## src/rtl/fib_stream_check.sv

```systemverilog
// fib_stream_check
//
// Receive-side checker for a Fibonacci term stream. A run starts with a
// one-cycle start pulse. The checker then accepts one term per qualified
// cycle, regenerates the expected sequence internally, and compares the two.
// All term arithmetic wraps modulo 2^DATA_W.
//
// Handshake: din/din_valid is a valid-only stream with no backpressure. A term
// is consumed on every rising edge where en, din_valid and the RUN state are
// all true. Gaps in din_valid are allowed. While en is low, every register
// holds and all inputs are ignored.
//
// Build option (macro FIB_CHECK_HALT_ON_ERR_EN):
//   defined   - the first mismatch ends the run right away. The expected chain
//               advances on expected values only.
//   undefined - the run always consumes N_TERMS terms. The expected chain
//               resynchronises on the received data, so one corrupted term
//               gives mismatches at k, k+1 and k+2, and then checking
//               recovers.
//
// Ports:
//   clk        clock
//   rst        synchronous active-high reset
//   en         global enable
//   start      one-cycle pulse that begins a run; ignored unless idle
//   din_valid  din carries the next term this cycle
//   din        received term, DATA_W bits
//   busy       run in progress
//   done       one-cycle pulse when the run ends
//   err        sticky mismatch flag for the current or last run
//   err_cnt    mismatch count, saturating at 127
//   err_idx    index of the first mismatching term
//   term_cnt   terms accepted in the current or last run
//   fsm_state  debug view of the FSM state (0 IDLE, 1 RUN, 2 FIN)

module fib_stream_check #(
   parameter int                DATA_W  = 100,
   parameter int                N_TERMS = 100,
   parameter logic [DATA_W-1:0] SEED0   = '0,
   parameter logic [DATA_W-1:0] SEED1   = {{(DATA_W-1){1'b0}}, 1'b1}
) (
   input  logic              clk,
   input  logic              rst,
   input  logic              en,
   input  logic              start,
   input  logic              din_valid,
   input  logic [DATA_W-1:0] din,
   output logic              busy,
   output logic              done,
   output logic              err,
   output logic [6:0]        err_cnt,
   output logic [6:0]        err_idx,
   output logic [6:0]        term_cnt,
   output logic [1:0]        fsm_state
);

   typedef enum logic [1:0] {
      S_IDLE = 2'd0,
      S_RUN  = 2'd1,
      S_FIN  = 2'd2
   } state_t;

   localparam logic [6:0] LAST_IDX = 7'(N_TERMS - 1);
   localparam logic [6:0] CNT_MAX  = 7'd127;

   state_t            state;
   logic [DATA_W-1:0] exp_pp;     // expected term n-2
   logic [DATA_W-1:0] exp_p;      // expected term n-1

   logic [DATA_W-1:0] exp_sum;
   logic [DATA_W-1:0] exp_cur;    // expected value of the term at index term_cnt
   logic [DATA_W-1:0] chain_val;  // value pushed into the expected chain
   logic              mismatch;
   logic              last_term;
   logic              end_run;

   assign fsm_state = state;

   always_comb begin
      exp_sum = exp_p + exp_pp;
      // The seeds sit pre-loaded in exp_pp/exp_p. Indices 0 and 1 compare
      // against them directly, and the sum is used from index 2 on.
      if (term_cnt == 7'd0) begin
         exp_cur = SEED0;
      end else if (term_cnt == 7'd1) begin
         exp_cur = SEED1;
      end else begin
         exp_cur = exp_sum;
      end

      mismatch  = (din != exp_cur);
      last_term = (term_cnt == LAST_IDX);

`ifdef FIB_CHECK_HALT_ON_ERR_EN
      chain_val = exp_cur;
      end_run   = last_term || mismatch;
`else
      // On a match din equals exp_cur. Always taking din is therefore the
      // same as resynchronising only after a mismatch.
      chain_val = din;
      end_run   = last_term;
`endif
   end

   always_ff @(posedge clk) begin
      if (rst) begin
         state    <= S_IDLE;
         busy     <= 1'b0;
         done     <= 1'b0;
         err      <= 1'b0;
         err_cnt  <= 7'd0;
         err_idx  <= 7'd0;
         term_cnt <= 7'd0;
         exp_pp   <= '0;
         exp_p    <= '0;
      end else if (en) begin
         case (state)
            S_IDLE: begin
               done <= 1'b0;
               if (start) begin
                  err      <= 1'b0;
                  err_cnt  <= 7'd0;
                  err_idx  <= 7'd0;
                  term_cnt <= 7'd0;
                  exp_pp   <= SEED0;
                  exp_p    <= SEED1;
                  busy     <= 1'b1;
                  state    <= S_RUN;
               end
            end

            S_RUN: begin
               if (din_valid) begin
                  term_cnt <= term_cnt + 7'd1;

                  // Indices 0 and 1 replace the seed slots in place. After
                  // that, the chain shifts by one term per acceptance.
                  if (term_cnt == 7'd0) begin
                     exp_pp <= chain_val;
                  end else if (term_cnt == 7'd1) begin
                     exp_p <= chain_val;
                  end else begin
                     exp_pp <= exp_p;
                     exp_p  <= chain_val;
                  end

                  if (mismatch) begin
                     err <= 1'b1;
                     if (err_cnt != CNT_MAX) begin
                        err_cnt <= err_cnt + 7'd1;
                     end
                     if (!err) begin
                        err_idx <= term_cnt;
                     end
                  end

                  if (end_run) begin
                     busy  <= 1'b0;
                     done  <= 1'b1;
                     state <= S_FIN;
                  end
               end
            end

            S_FIN: begin
               // done is high for this one cycle. A start seen here is
               // ignored because the FSM only leaves IDLE on start.
               done  <= 1'b0;
               state <= S_IDLE;
            end

            default: begin
               busy  <= 1'b0;
               done  <= 1'b0;
               state <= S_IDLE;
            end
         endcase
      end
   end

endmodule

```

## config.mk

```make
export PLATFORM = sky130hd
export DESIGN_NAME = fib_stream_check
export DESIGN_NICKNAME = d
export VERILOG_FILES = /design/src/rtl/fib_stream_check.sv
export SDC_FILE = /design/constraint.sdc
export NUM_CORES = 1
export LEC_CHECK = 0
export ABC_AREA = 1
export CAP_MARGIN = 30
export CORE_AREA = 2 2 193 384
export CTS_BUF_LIST = sky130_fd_sc_hd__clkbuf_8 sky130_fd_sc_hd__clkbuf_16
export CTS_CLUSTER_SIZE = 30
export DETAILED_ROUTE_END_ITERATION = 7
export DIE_AREA = 0 0 195 386
export DONT_BUFFER_PORTS = 1
export SETUP_SLACK_MARGIN = 0.1
export SYNTH_ARGS = -nofsm -noshare
export SYNTH_HDL_FRONTEND = slang
export SYNTH_SLANG_ARGS = --single-unit
```

## constraint.sdc

```tcl
create_clock -name clk -period 3.43 [get_ports clk]
set_input_delay 0.5145 -clock clk [delete_from_list [all_inputs] [get_ports clk]]
set_output_delay 0.5145 -clock clk [all_outputs]
set_load 0.01 [all_outputs]
```

Word-level counts from Yosys, hierarchy flattened
Index checks and enable logic that the tools add are counted.

operators by class
  reduce and logical (&&, ||, !) cells = 12
  muxes and demuxes = 37
  $add $sub $neg = 3
  bitwise gates (word level) = 1
  equality and inequality tests = 14

operator list
  operator                                             number
  2-to-1 mux 100 bit                                   9
  case mux 100 bit (2 select lines)                    2
  adder 100 bit                                        1
  != test 100 bit                                      1
  2-to-1 mux 7 bit                                     8
  case mux 7 bit (2 select lines)                      3
  AND reduction 5 bit                                  4
  adder 7 x 1 -> 7 bit, second input constant          2
  != test 2 bit, second input constant                 7
  AND reduction 6 bit                                  2
  2-to-1 mux 1 bit                                     9
  AND reduction 4 bit                                  2
  equality test 7 x 1 -> 1 bit, second input constant  1
  equality test 7 bit, second input constant           1
  logical NOT 7 bit                                    1
  != test 7 bit, second input constant                 1
  2-to-1 mux 2 bit                                     3
  case mux 2 bit (2 select lines)                      1
  != test 3 bit, second input constant                 1
  case mux 1 bit (3 select lines)                      1
  AND reduction 3 bit                                  1
  equality test 2 x 1 -> 1 bit, second input constant  1
  equality test 2 bit, second input constant           1
  logical NOT 2 bit                                    1
  other kinds (3)                                      3

word-level totals
  register bits = 226
  logic and storage cells = 76
  input port bits = 105

Longest topological paths before layout
  word-level depth = 7
  gate-level depth with buffers = 29
  mapped depth without buffers = 28

Least setup slack after synthesis
Ideal clock, no wire load.

  path type = reg2reg
  from = reg exp_p[0]
  to = reg err_cnt[0]
  buffers on the path = 1
  path slack = 413 ps
  arrival time = 2902 ps
  required time = 3315 ps
  clock period less this slack = 3017 ps
  cell stages (with the launch flop) = 27
  path through = dfxtp_1 > ha_1 > inv_1 > fa_1 > inv_1 > nand3_1 > nand2_1 > nand2_1 > nand2_2 > nand2_1 > nand2_1 > nand2_1 > nand2_1 > nand3_1 > nand2_1 > nand2_1 > nand3b_1 > nand3_1 > nand2_1 > nand2_1 > nor2_1 > nand3_1 > nor2_4 > nand3_4 > buf_2 > a21oi_1 > nor2_1

between the ends
  cells in the longest elaborated chain, start to end = 6

RTL lines
  item                           RTL line  source
  start: declaration             68        logic [DATA_W-1:0] exp_p;
  start signal: assignment       141       exp_p <= chain_val;
  start signal: assignment       144       exp_p <= chain_val;
  adder 100 bit                  80        exp_sum = exp_p + exp_pp;
  2-to-1 mux 100 bit             85        end else if (term_cnt == 7'd1) begin
  2-to-1 mux 100 bit             83        if (term_cnt == 7'd0) begin
  != test 100 bit                91        mismatch = (din != exp_cur);
  != test 2 bit (no line)        --
  AND reduction 6 bit (no line)  --
  end signal: assignment         150       err_cnt <= err_cnt + 7'd1;
  end: declaration               51        output logic [6:0] err_cnt,

No other way between the ends.
A chain may end at the register's enable or synchronous reset.

Worst setup path in the final report
  from = reg exp_pp[42]
  to = reg err_cnt[1]

between the ends
  cells in the longest elaborated chain, start to end = 6

RTL lines
  item                           RTL line  source
  start: declaration             67        logic [DATA_W-1:0] exp_pp;
  start signal: assignment       139       exp_pp <= chain_val;
  start signal: assignment       143       exp_pp <= exp_p;
  adder 100 bit                  80
  2-to-1 mux 100 bit             85
  2-to-1 mux 100 bit             83
  != test 100 bit                91
  != test 2 bit (no line)        --
  AND reduction 6 bit (no line)  --

No other way between the ends.

==> impl_metrics.yaml <==
sta:
  fmax_mhz: 271
  finalHoldViolCount: 0
  finalMaxSlewViolations: 0
  grt_setup_unrepaired: "yes"
  fin_ws_ps: -255
  fin_skew_ps: 18.0
  layout_worst_path_cycle_share_pct: 107
  worstMarginPinSlew_ps: 1000
  setup_violations: 15
  layout_min_cycle_time_ps: 3680
  slew_headroom_pct: 33.2
  setup_tns_ps: -3370
cts:
  cts.sinks: 226
  clk_transition_reported_paths_ps: 70
  clockBufferDepth: 3
  cts-buffers-inserted: 23
  cts-root-buf: "clkbuf_16"
  h-tree-depth: 1
  clk_latency_ps: 590
  cts_tree: "done"
synthesis:
  synthesis.area_sq_um: 21400
  synthArstFlopShare_pct: 0
  syn_nets: 4036
  ys_ff_latch: 226
  yosysUniqueCellTypes: 45
  synth-seq-area-share_pct: 21.1
  ys_warn_count: 0
  yosysTopAreaCell: "dfxtp_1"
  syn_avg_cell_area_sq_um: 5.60
  synth-edff-count: 0
  synthCells: 3827
  synthTopCellsByArea: "dfxtp_1 (21%), nand2_1 (20%), inv_1 (10%)"
  synth_top_area_share_pct: 21.1
  yosys_most_used_dff: "dfxtp_1"
critical_path:
  cpPeakStageDelay_ps: 340
  cp.arrival_ps: 4170
  worstPathMaxFanout: 7
  reg2reg_depth: 25
  start_kind: "flop"
  path_class: "reg -> reg"
  path_common_cell: "nand2_1"
  worst_path_max_delay_cell: "dfxtp_2"
  cp-end-kind: "flop"
  cp_data_required_time_ps: 3920
floorplanning:
  die_h_um: 386
  core_sq_um: 72500
  start_util_pct: 29.6
  io_pins: 131
  placementRows: 140
  die_w_um: 195
  dieArea_sq_um: 75300
route:
  wl_um: 119000
  drc_errors: 0
  ant_nets: 0
  wl_per_cell_um: 22.3
  viasPerCell: 5.22
  dr.first_iter.drc_count: 1698
  firstDrtPassIters: 7
  vias: 27900
placed_design:
  gp_congestion: 1.08
  place_ws_ps: -698
  port_buffers: 0
  dpl_cell_area_sq_um: 26900
  dpl.hpwl_um: 91500
worst_hold_path:
  min_path_cells: 1
  hp-class: "in -> reg"
power_and_ir_drop:
  power_density_nw_per_um2: 325
  ir_worst_vdd_mv: 0.334
  p_total_w: 0.0104
  p_leak_nw: 15.4
finish:
  drive_gt1_share_pct: 33.8
  design_area_sq_um: 32000
  syn_to_final_growth_pct: 49.1
  layout.nets: 4608
grt:
  grt_max_degree: 151
  track_usage_pct: 30.4
  grt_pass1_wl_um: 167000
  first_global_vias: 26900
  overflow: 0
  antenna_found_initial: 7
job:
  cap_viol_max_count: 0
run_status:
  violations: "setup timing"
  outcome: "complete, but fails checks"
[cell families after synthesis]
kind of cell,after synthesis,synth area share [%]
flip-flops,226,21.1
AO/OA/AOI/OAI,718,19.1
buffers and inverters,747,13.4
AND/OR/NAND/NOR,2026,40.1
XOR/XNOR,6,0.245
adder cells (fa/ha/maj),104,6.11
[synthesized netlist by cell type, types with 3 or more instances]
master / number
nor3b_1: 3
o21bai_1: 16
nand4_1: 113
nor4_1: 4
nor2_4: 4
inv_2: 22
and2_1: 3
nor2_1: 443
dfxtp_1: 226
nand2_1: 1125
nand3_1: 215
a31oi_1: 4
nor3_2: 9
clkinv_1: 3
buf_1: 6
buf_4: 5
buf_2: 21
nor2_2: 11
inv_1: 588
o21a_1: 4
ha_1: 103
a21oi_1: 325
clkbuf_1: 100
xor2_1: 4
o211ai_1: 39
nand2_2: 13
nor3_1: 27
a211oi_1: 133
o21ai_1: 4
o21ai_0: 189
nand3b_1: 45
[worst paths after layout]
| kind | endpoint | slack, ps | from |
|---|---|---|---|
| max | err_cnt[1] | -250 | exp_pp[42] |
| min | exp_pp[51] | 70 | rst |
| max reg2reg | err_cnt[1] | -250 | exp_pp[42] |
| min reg2reg | exp_p[78] | 490 | exp_p[78] |
[cells in the final DEF (no fill, tap or decap), drive strengths merged, types with 5 or more instances in the layout]
master,netlist,final
nand2,1138,1138
buf,34,678
inv,610,621
nor2,458,458
a21oi,325,325
dfxtp,226,226
nand3,218,218
o21ai,193,193
a211oi,133,133
nand4,113,113
ha,103,103
nand3b,45,45
o211ai,39,39
nor3,36,36
clkbuf,100,26
o21bai,17,17
diode,0,12
clkinv,3,6
nor4,5,5
[critical path: cells and delay by family, from the launching register on]
family / cells / cell delay (ps)
and+or+nand+nor: 15 / 1620
buffers and inverters: 5 / 760
AOI/OAI and AO/OA: 4 / 570
DFF: 1 / 340
adders and majority gates: 1 / 270
[what timing repair did]
item	in CTS	in global routing
setup buffers	29	27
gates cloned	0	3
hold buffers	2	0
endpoints found under the hold margin	27	0
pin swaps	77	182
gates resized for setup	379	571
endpoints found under the setup margin	15	15
[final cells by class]
| type | instances | area, sq um |
|---|---|---|
| flip-flops and latches | 226 | 4620 |
| fillers | 7701 | 40600 |
| clock inverters | 18 | 193 |
| inverters | 613 | 2310 |
| diodes | 12 | 30.0 |
| well taps | 923 | 1150 |
| clock buffers | 24 | 589 |
| repair buffers | 681 | 5450 |
| multi-input cells | 2854 | 17600 |
[power by group]
part           leakage, nW  internal, W  total [W]  switching, W
registers             1.89      0.00291    0.00317      0.000266
clock network        0.414      0.00155    0.00282       0.00127
logic                 13.1      0.00175    0.00440       0.00265
total                 15.4      0.00621     0.0104       0.00418
[state kept, by name (all words and copies together) (netlist names)]
signal,count
term_cnt,7
err_idx,7
err,1
fsm_state,2
exp_p,100
busy,1
exp_pp,100
done,1
err_cnt,7
[metrics by stage]
stage                     hold slack, ps  utilization (%)  cells
after detailed placement             472             37.1   5238
after floorplan                      455                -   3827
after global placement               465             37.0   5237
final                               67.5             44.1   5351
after CTS                           10.4             40.6   5311
after global routing                42.5             44.1   5351
[metal layers]
metal | routed length [um] | vias up | GRT usage (%)
met5 | 54 | - | 0
met4 | 14800 | 8 | 31.0
met3 | 6790 | 495 | 5.57
met2 | 61100 | 974 | 57.1
met1 | 36600 | 12900 | 26.4
li1 | - | 13600 | -
No activity file was read; power rests on OpenSTA's default activity.
